===== config.mk =====
export PLATFORM = sky130hd
export DESIGN_NAME = param_operand_queue
export DESIGN_NICKNAME = d
export VERILOG_FILES = /design/src/rtl/param_operand_queue.sv
export SDC_FILE = /design/constraint.sdc
export NUM_CORES = 1
export LEC_CHECK = 0
export CORE_MARGIN = 3
export CORE_UTILIZATION = 55
export CTS_CLUSTER_SIZE = 14
export DETAILED_ROUTE_END_ITERATION = 6
export DONT_BUFFER_PORTS = 1
export PLACE_DENSITY = 0.7
export SYNTH_ARGS = -nofsm -noshare
export SYNTH_HDL_FRONTEND = slang
export SYNTH_SLANG_ARGS = --single-unit

===== constraint.sdc =====
create_clock -name clk -period 9.5 [get_ports clk]
set_input_delay 1.9 -clock clk [delete_from_list [all_inputs] [get_ports clk]]
set_output_delay 1.9 -clock clk [all_outputs]
set_load 0.005 [all_outputs]

===== src/rtl/param_operand_queue.sv =====
// Parametrised ring-buffer operand queue: PUSH/REDUCE/POP/CLEAR with a sticky error code.
// Optional high-water-mark output max_count is enabled by defining OPQ_WATERMARK_EN.
module param_operand_queue #(
   parameter int DATA_W = 8,
   parameter int DEPTH  = 8,
   parameter int CNT_W  = $clog2(DEPTH + 1)
) (
   input  logic                clk,
   input  logic                rst,
   input  logic [DATA_W-1:0]   din,
   input  logic                op_valid,
   input  logic [2:0]          opcode,
   output logic [2*DATA_W-1:0] top_pair,
   output logic [DATA_W-1:0]   tail,
   output logic [CNT_W-1:0]    count,
   output logic                is_empty,
   output logic                is_full,
   output logic                is_err,
   output logic [1:0]          err_code
`ifdef OPQ_WATERMARK_EN
   ,
   output logic [CNT_W-1:0]    max_count
`endif
);

   localparam int PTR_W = $clog2(DEPTH);
   localparam int SUM_W = CNT_W + 1;

   localparam logic [2:0] OP_NOP    = 3'b000;
   localparam logic [2:0] OP_PUSH   = 3'b001;
   localparam logic [2:0] OP_REDUCE = 3'b010;
   localparam logic [2:0] OP_POP    = 3'b011;
   localparam logic [2:0] OP_CLEAR  = 3'b100;

   localparam logic [1:0] ERR_NONE = 2'b00;
   localparam logic [1:0] ERR_OVF  = 2'b01;
   localparam logic [1:0] ERR_UDF  = 2'b10;
   localparam logic [1:0] ERR_ILL  = 2'b11;

   // base < DEPTH and off <= DEPTH, so one conditional subtraction always lands in range
   function automatic logic [PTR_W-1:0] wrap_add(input logic [PTR_W-1:0] base,
                                                 input logic [CNT_W-1:0] off);
      logic [SUM_W-1:0] sum;
      sum = SUM_W'(base) + SUM_W'(off);
      if (sum >= SUM_W'(DEPTH)) begin
         wrap_add = PTR_W'(sum - SUM_W'(DEPTH));
      end else begin
         wrap_add = PTR_W'(sum);
      end
   endfunction

   logic [DATA_W-1:0] mem_r [DEPTH];
   logic [PTR_W-1:0]  head_r;
   logic [CNT_W-1:0]  count_r;
   logic              err_r;
   logic [1:0]        err_code_r;

   logic [PTR_W-1:0]  head_nxt_s;
   logic [CNT_W-1:0]  count_nxt_s;
   logic              err_nxt_s;
   logic [1:0]        err_code_nxt_s;
   logic              wr_en_s;
   logic              clr_s;
   logic [PTR_W-1:0]  wr_idx_s;
   logic [PTR_W-1:0]  second_idx_s;
   logic [PTR_W-1:0]  tail_idx_s;
   logic [DATA_W-1:0] hi_s;
   logic [DATA_W-1:0] lo_s;
   logic [DATA_W-1:0] tail_s;

   // REDUCE's new back slot (head+2 + count-2) coincides with PUSH's (head+count)
   assign wr_idx_s     = wrap_add(head_r, count_r);
   assign second_idx_s = wrap_add(head_r, CNT_W'(1));

   // Opcode decode and next-state computation
   always_comb begin
      head_nxt_s     = head_r;
      count_nxt_s    = count_r;
      err_nxt_s      = err_r;
      err_code_nxt_s = err_code_r;
      wr_en_s        = 1'b0;
      clr_s          = 1'b0;
      if (op_valid) begin
         case (opcode)
            OP_NOP: begin
               head_nxt_s = head_r;
            end
            OP_PUSH: begin
               if (count_r != CNT_W'(DEPTH)) begin
                  count_nxt_s = count_r + CNT_W'(1);
                  wr_en_s     = 1'b1;
               end else begin
                  err_nxt_s      = 1'b1;
                  err_code_nxt_s = ERR_OVF;
               end
            end
            OP_REDUCE: begin
               if (count_r >= CNT_W'(2)) begin
                  head_nxt_s  = wrap_add(head_r, CNT_W'(2));
                  count_nxt_s = count_r - CNT_W'(1);
                  wr_en_s     = 1'b1;
               end else begin
                  err_nxt_s      = 1'b1;
                  err_code_nxt_s = ERR_UDF;
               end
            end
            OP_POP: begin
               if (count_r != CNT_W'(0)) begin
                  head_nxt_s  = wrap_add(head_r, CNT_W'(1));
                  count_nxt_s = count_r - CNT_W'(1);
               end else begin
                  err_nxt_s      = 1'b1;
                  err_code_nxt_s = ERR_UDF;
               end
            end
            OP_CLEAR: begin
               head_nxt_s     = PTR_W'(0);
               count_nxt_s    = CNT_W'(0);
               err_nxt_s      = 1'b0;
               err_code_nxt_s = ERR_NONE;
               clr_s          = 1'b1;
            end
            default: begin
               err_nxt_s      = 1'b1;
               err_code_nxt_s = ERR_ILL;
            end
         endcase
      end else begin
         wr_en_s = 1'b0;
      end
   end

   // Queue state and storage registers
   always_ff @(posedge clk or posedge rst) begin
      if (rst) begin
         head_r     <= PTR_W'(0);
         count_r    <= CNT_W'(0);
         err_r      <= 1'b0;
         err_code_r <= ERR_NONE;
         for (int i = 0; i < DEPTH; i++) begin
            mem_r[i] <= DATA_W'(0);
         end
      end else begin
         head_r     <= head_nxt_s;
         count_r    <= count_nxt_s;
         err_r      <= err_nxt_s;
         err_code_r <= err_code_nxt_s;
         if (wr_en_s) begin
            mem_r[wr_idx_s] <= din;
         end
      end
   end

`ifdef OPQ_WATERMARK_EN
   logic [CNT_W-1:0] max_r;

   // High-water mark of occupancy since reset or CLEAR
   always_ff @(posedge clk or posedge rst) begin
      if (rst) begin
         max_r <= CNT_W'(0);
      end else if (clr_s) begin
         max_r <= CNT_W'(0);
      end else if (count_nxt_s > max_r) begin
         max_r <= count_nxt_s;
      end else begin
         max_r <= max_r;
      end
   end

   assign max_count = max_r;
`endif

   // Tail index only meaningful when non-empty; avoid count-1 underflow otherwise
   always_comb begin
      tail_idx_s = head_r;
      if (count_r != CNT_W'(0)) begin
         tail_idx_s = wrap_add(head_r, count_r - CNT_W'(1));
      end else begin
         tail_idx_s = head_r;
      end
   end

   // Slot masking so stale storage never reaches the outputs
   always_comb begin
      hi_s   = DATA_W'(0);
      lo_s   = DATA_W'(0);
      tail_s = DATA_W'(0);
      if (count_r >= CNT_W'(1)) begin
         hi_s   = mem_r[head_r];
         tail_s = mem_r[tail_idx_s];
      end else begin
         hi_s   = DATA_W'(0);
         tail_s = DATA_W'(0);
      end
      if (count_r >= CNT_W'(2)) begin
         lo_s = mem_r[second_idx_s];
      end else begin
         lo_s = DATA_W'(0);
      end
   end

   assign top_pair = {hi_s, lo_s};
   assign tail     = tail_s;
   assign count    = count_r;
   assign is_empty = (count_r == CNT_W'(0));
   assign is_full  = (count_r == CNT_W'(DEPTH));
   assign is_err   = err_r;
   assign err_code = err_code_r;

endmodule


==> qor.yml <==
die:
  die_h_um: 102
  start_util_pct: 57.3
  die_area_mm2: 0.0104
  chipWidth_um: 102
  design.core.area_mm2: 0.00885
  pin_count: 47
  rows: 34
logic_synthesis:
  ys_ff_latch: 74
  ys_warn_count: 0
  synth_most_common_cell: "dfrtp_1"
  syn_nets: 420
  synth-edff-count: 0
  ys_types: 57
  synth_area_leaders: "dfrtp_1, mux2_2, mux4_2, mux2i_1, mux4_1"
  synthFlopType: "dfrtp_1"
  synthArstFlopShare_pct: 100
  yosysTopAreaCell: "dfrtp_1"
  syn_area_mm2: 0.00507
  ys_seq_area_share_pct: 36.5
  avgSynthCellArea_um2: 12.8
  synthTopCellsByCount: "dfrtp_1, mux2_2, mux2i_1, mux4_2, nand2_1"
  netlist_instances: 396
  synth_top_area_share_pct: 36.5
grt:
  grt_overflow: 0
  first_global_vias: 3434
  track_usage_pct: 24.6
  antenna_found_initial: 0
  grt_pass1_wl_um: 19000
  grt_max_degree: 75
detailed_routing:
  wl_per_cell_um: 24.6
  num_vias: 3406
  ant_nets: 0
  dr.pass1.iters: 5
  wl_um: 12300
  met1_length_um: 5030
  wl_met2_um: 6070
  top_layer: "met4"
  wl_met3_um: 982
  drc: 0
  viasPerCell: 6.84
  drtIter0Drc: 259
placed_design:
  gp_congestion: 0.867
  place_hpwl_um: 7780
  portBuffers: 0
  placed_area_mm2: 0.00508
cts:
  postCtsHoldBufs: 0
  post_cts_buffers: 0
  cts_root_buf: "clkbuf_8"
  clock_latency_ns: 0.35
  numCtsBuffers: 9
  cts-resized-gates: 0
  tritoncts: "done"
  cts_sinks: 74
  htree_levels: 3
  clkTransAtPathRegs_ns: 0.08
  clockBufferDepth: 2
finish:
  regArea_mm2: 0.00185
  multi_input_area_mm2: 0.00303
  fin_nets: 409
  fin_util_pct: 59.9
  drive_gt1_share_pct: 33.8
  nFillCells: 699
  synthToLayoutAreaGrowth_pct: 4.49
  fin_area_mm2: 0.00530
  diodes: 0
timing:
  slew_headroom_pct: 26.2
  max_clock_freq_mhz: 178
  fin_crit_ns: 5.61
  setup_viol: 0
  hold_violations: 0
  tns_ns: 0
  rsz0062_at_grt: "false"
  whs_ns: 0.542
  tightestPinTransition_ns: 1.10
  slew_violations: 0
  skew_ns: 0.00878
  finalCritPeriodShare_pct: 59.1
critical_path:
  cp_num_buf_inv: 1
  critPathArrivalTime_ns: 3.71
  crit_type: "reg -> out"
  rrSetupSlack_ns: 6.18
  cp_slowest_cell: "mux2i_4"
  required_ns: 7.60
  crit_family: "multiplexers"
  setup.worst_path.end_class: "output pin"
  crit_fanout: 17
  critPathLaunchType: "flip-flop"
  slowest_delay_ns: 0.86
  path_cells: "inv_1, ha_1, or3b_1, mux2i_4, mux2i_1, mux2_2, o22ai_1"
worst_hold_path:
  hold_class: "reg -> reg"
job:
  maxCapViolCount: 0
pwr:
  p_int_mw: 1.20
  swShare_pct: 42.3
  totalPowerFinal_mw: 2.07
  power_density_mw_per_mm2: 391
  seq_power_share_pct: 29.4
  combPwrFrac_pct: 57.9
  p_switching_mw: 0.877
  pwr-share-clk_pct: 12.7
  ir_drop_mv: 0.174
  leakage_nw: 2.32
outcome:
  outcome: "completed"
[layer usage]
| layer | global-route usage (%) | vias up |
|---|---|---|
| li1 | - | 1488 |
| met1 | 32.3 | 1769 |
| met2 | 39.8 | 134 |
| met3 | 6.69 | 15 |
| met4 | 7.97 | 0 |
| met5 | 0 | - |
[kinds of logic after synthesis]
| logic type | synth area share (%) |
|---|---|
| buffers and inverters | 3.70 |
| adder cells (fa/ha/maj) | 2.76 |
| AO/OA/AOI/OAI | 5.75 |
| AND/OR/NAND/NOR | 7.95 |
| flip-flops | 36.5 |
| multiplexers | 42.3 |
| XOR/XNOR | 1.04 |
[power by group through the flow]
stage                     sequential (mW)  clock, mW  combinational [mW]
after floorplan                     0.544          0                1.01
after global placement              0.601          0                1.17
after detailed placement            0.612          0                1.19
after CTS                           0.606      0.271                1.20
after global routing                0.632      0.286                1.29
final                               0.609      0.264                1.20
[placed cells by master, fill, tap and decap left out, types with 5 or more instances in the layout]
cell type / instances
mux2i_1: 35
nor2_1: 19
mux4_4: 5
ha_1: 8
mux4_1: 6
mux2_1: 9
nand2_1: 21
o22ai_1: 8
mux2_2: 67
mux4_2: 28
a21oi_1: 16
dfrtp_1: 73
clkbuf_8: 12
nand2b_1: 7
inv_1: 8
[final timing paths]
kind	startpoint	to	cells after the start
worst max-delay path	count[1]	tail[2]	7
worst min-delay path	err_code[0]	err_code[0]	1
worst max register to register	head_r[0]	mem_r[1]	8
worst min register to register	err_code[0]	err_code[0]	1
max in group asynchronous	rst	head_r[0]	2
min in group asynchronous	rst	err_code[0]	2
[sequential cells by signal, summed over array words and instances, names as in the netlist]
name      cells
is_err        1
count         4
head_r        3
err_code      2
mem_r        64
[per-stage QoR]
step | setup slack (ns) | cells
2_1_floorplan | 4.77 | 396
3_3_place_gp | 4.40 | 482
3_5_place_dp | 4.32 | 482
4_1_cts | 3.92 | 498
5_1_grt | 3.66 | 498
6_report | 3.89 | 498
[cell type report]
class / count / share of cell area (%)
Sequential cell: 74 / 35.0
Inverter: 9 / 0.638
Timing Repair Buffer: 4 / 0.567
Clock inverter: 3 / 0.874
Tap cell: 108 / 2.55
Clock buffer: 13 / 3.19
Multi-Input combinational cell: 287 / 57.2
Power figures use the tool's default switching activity.
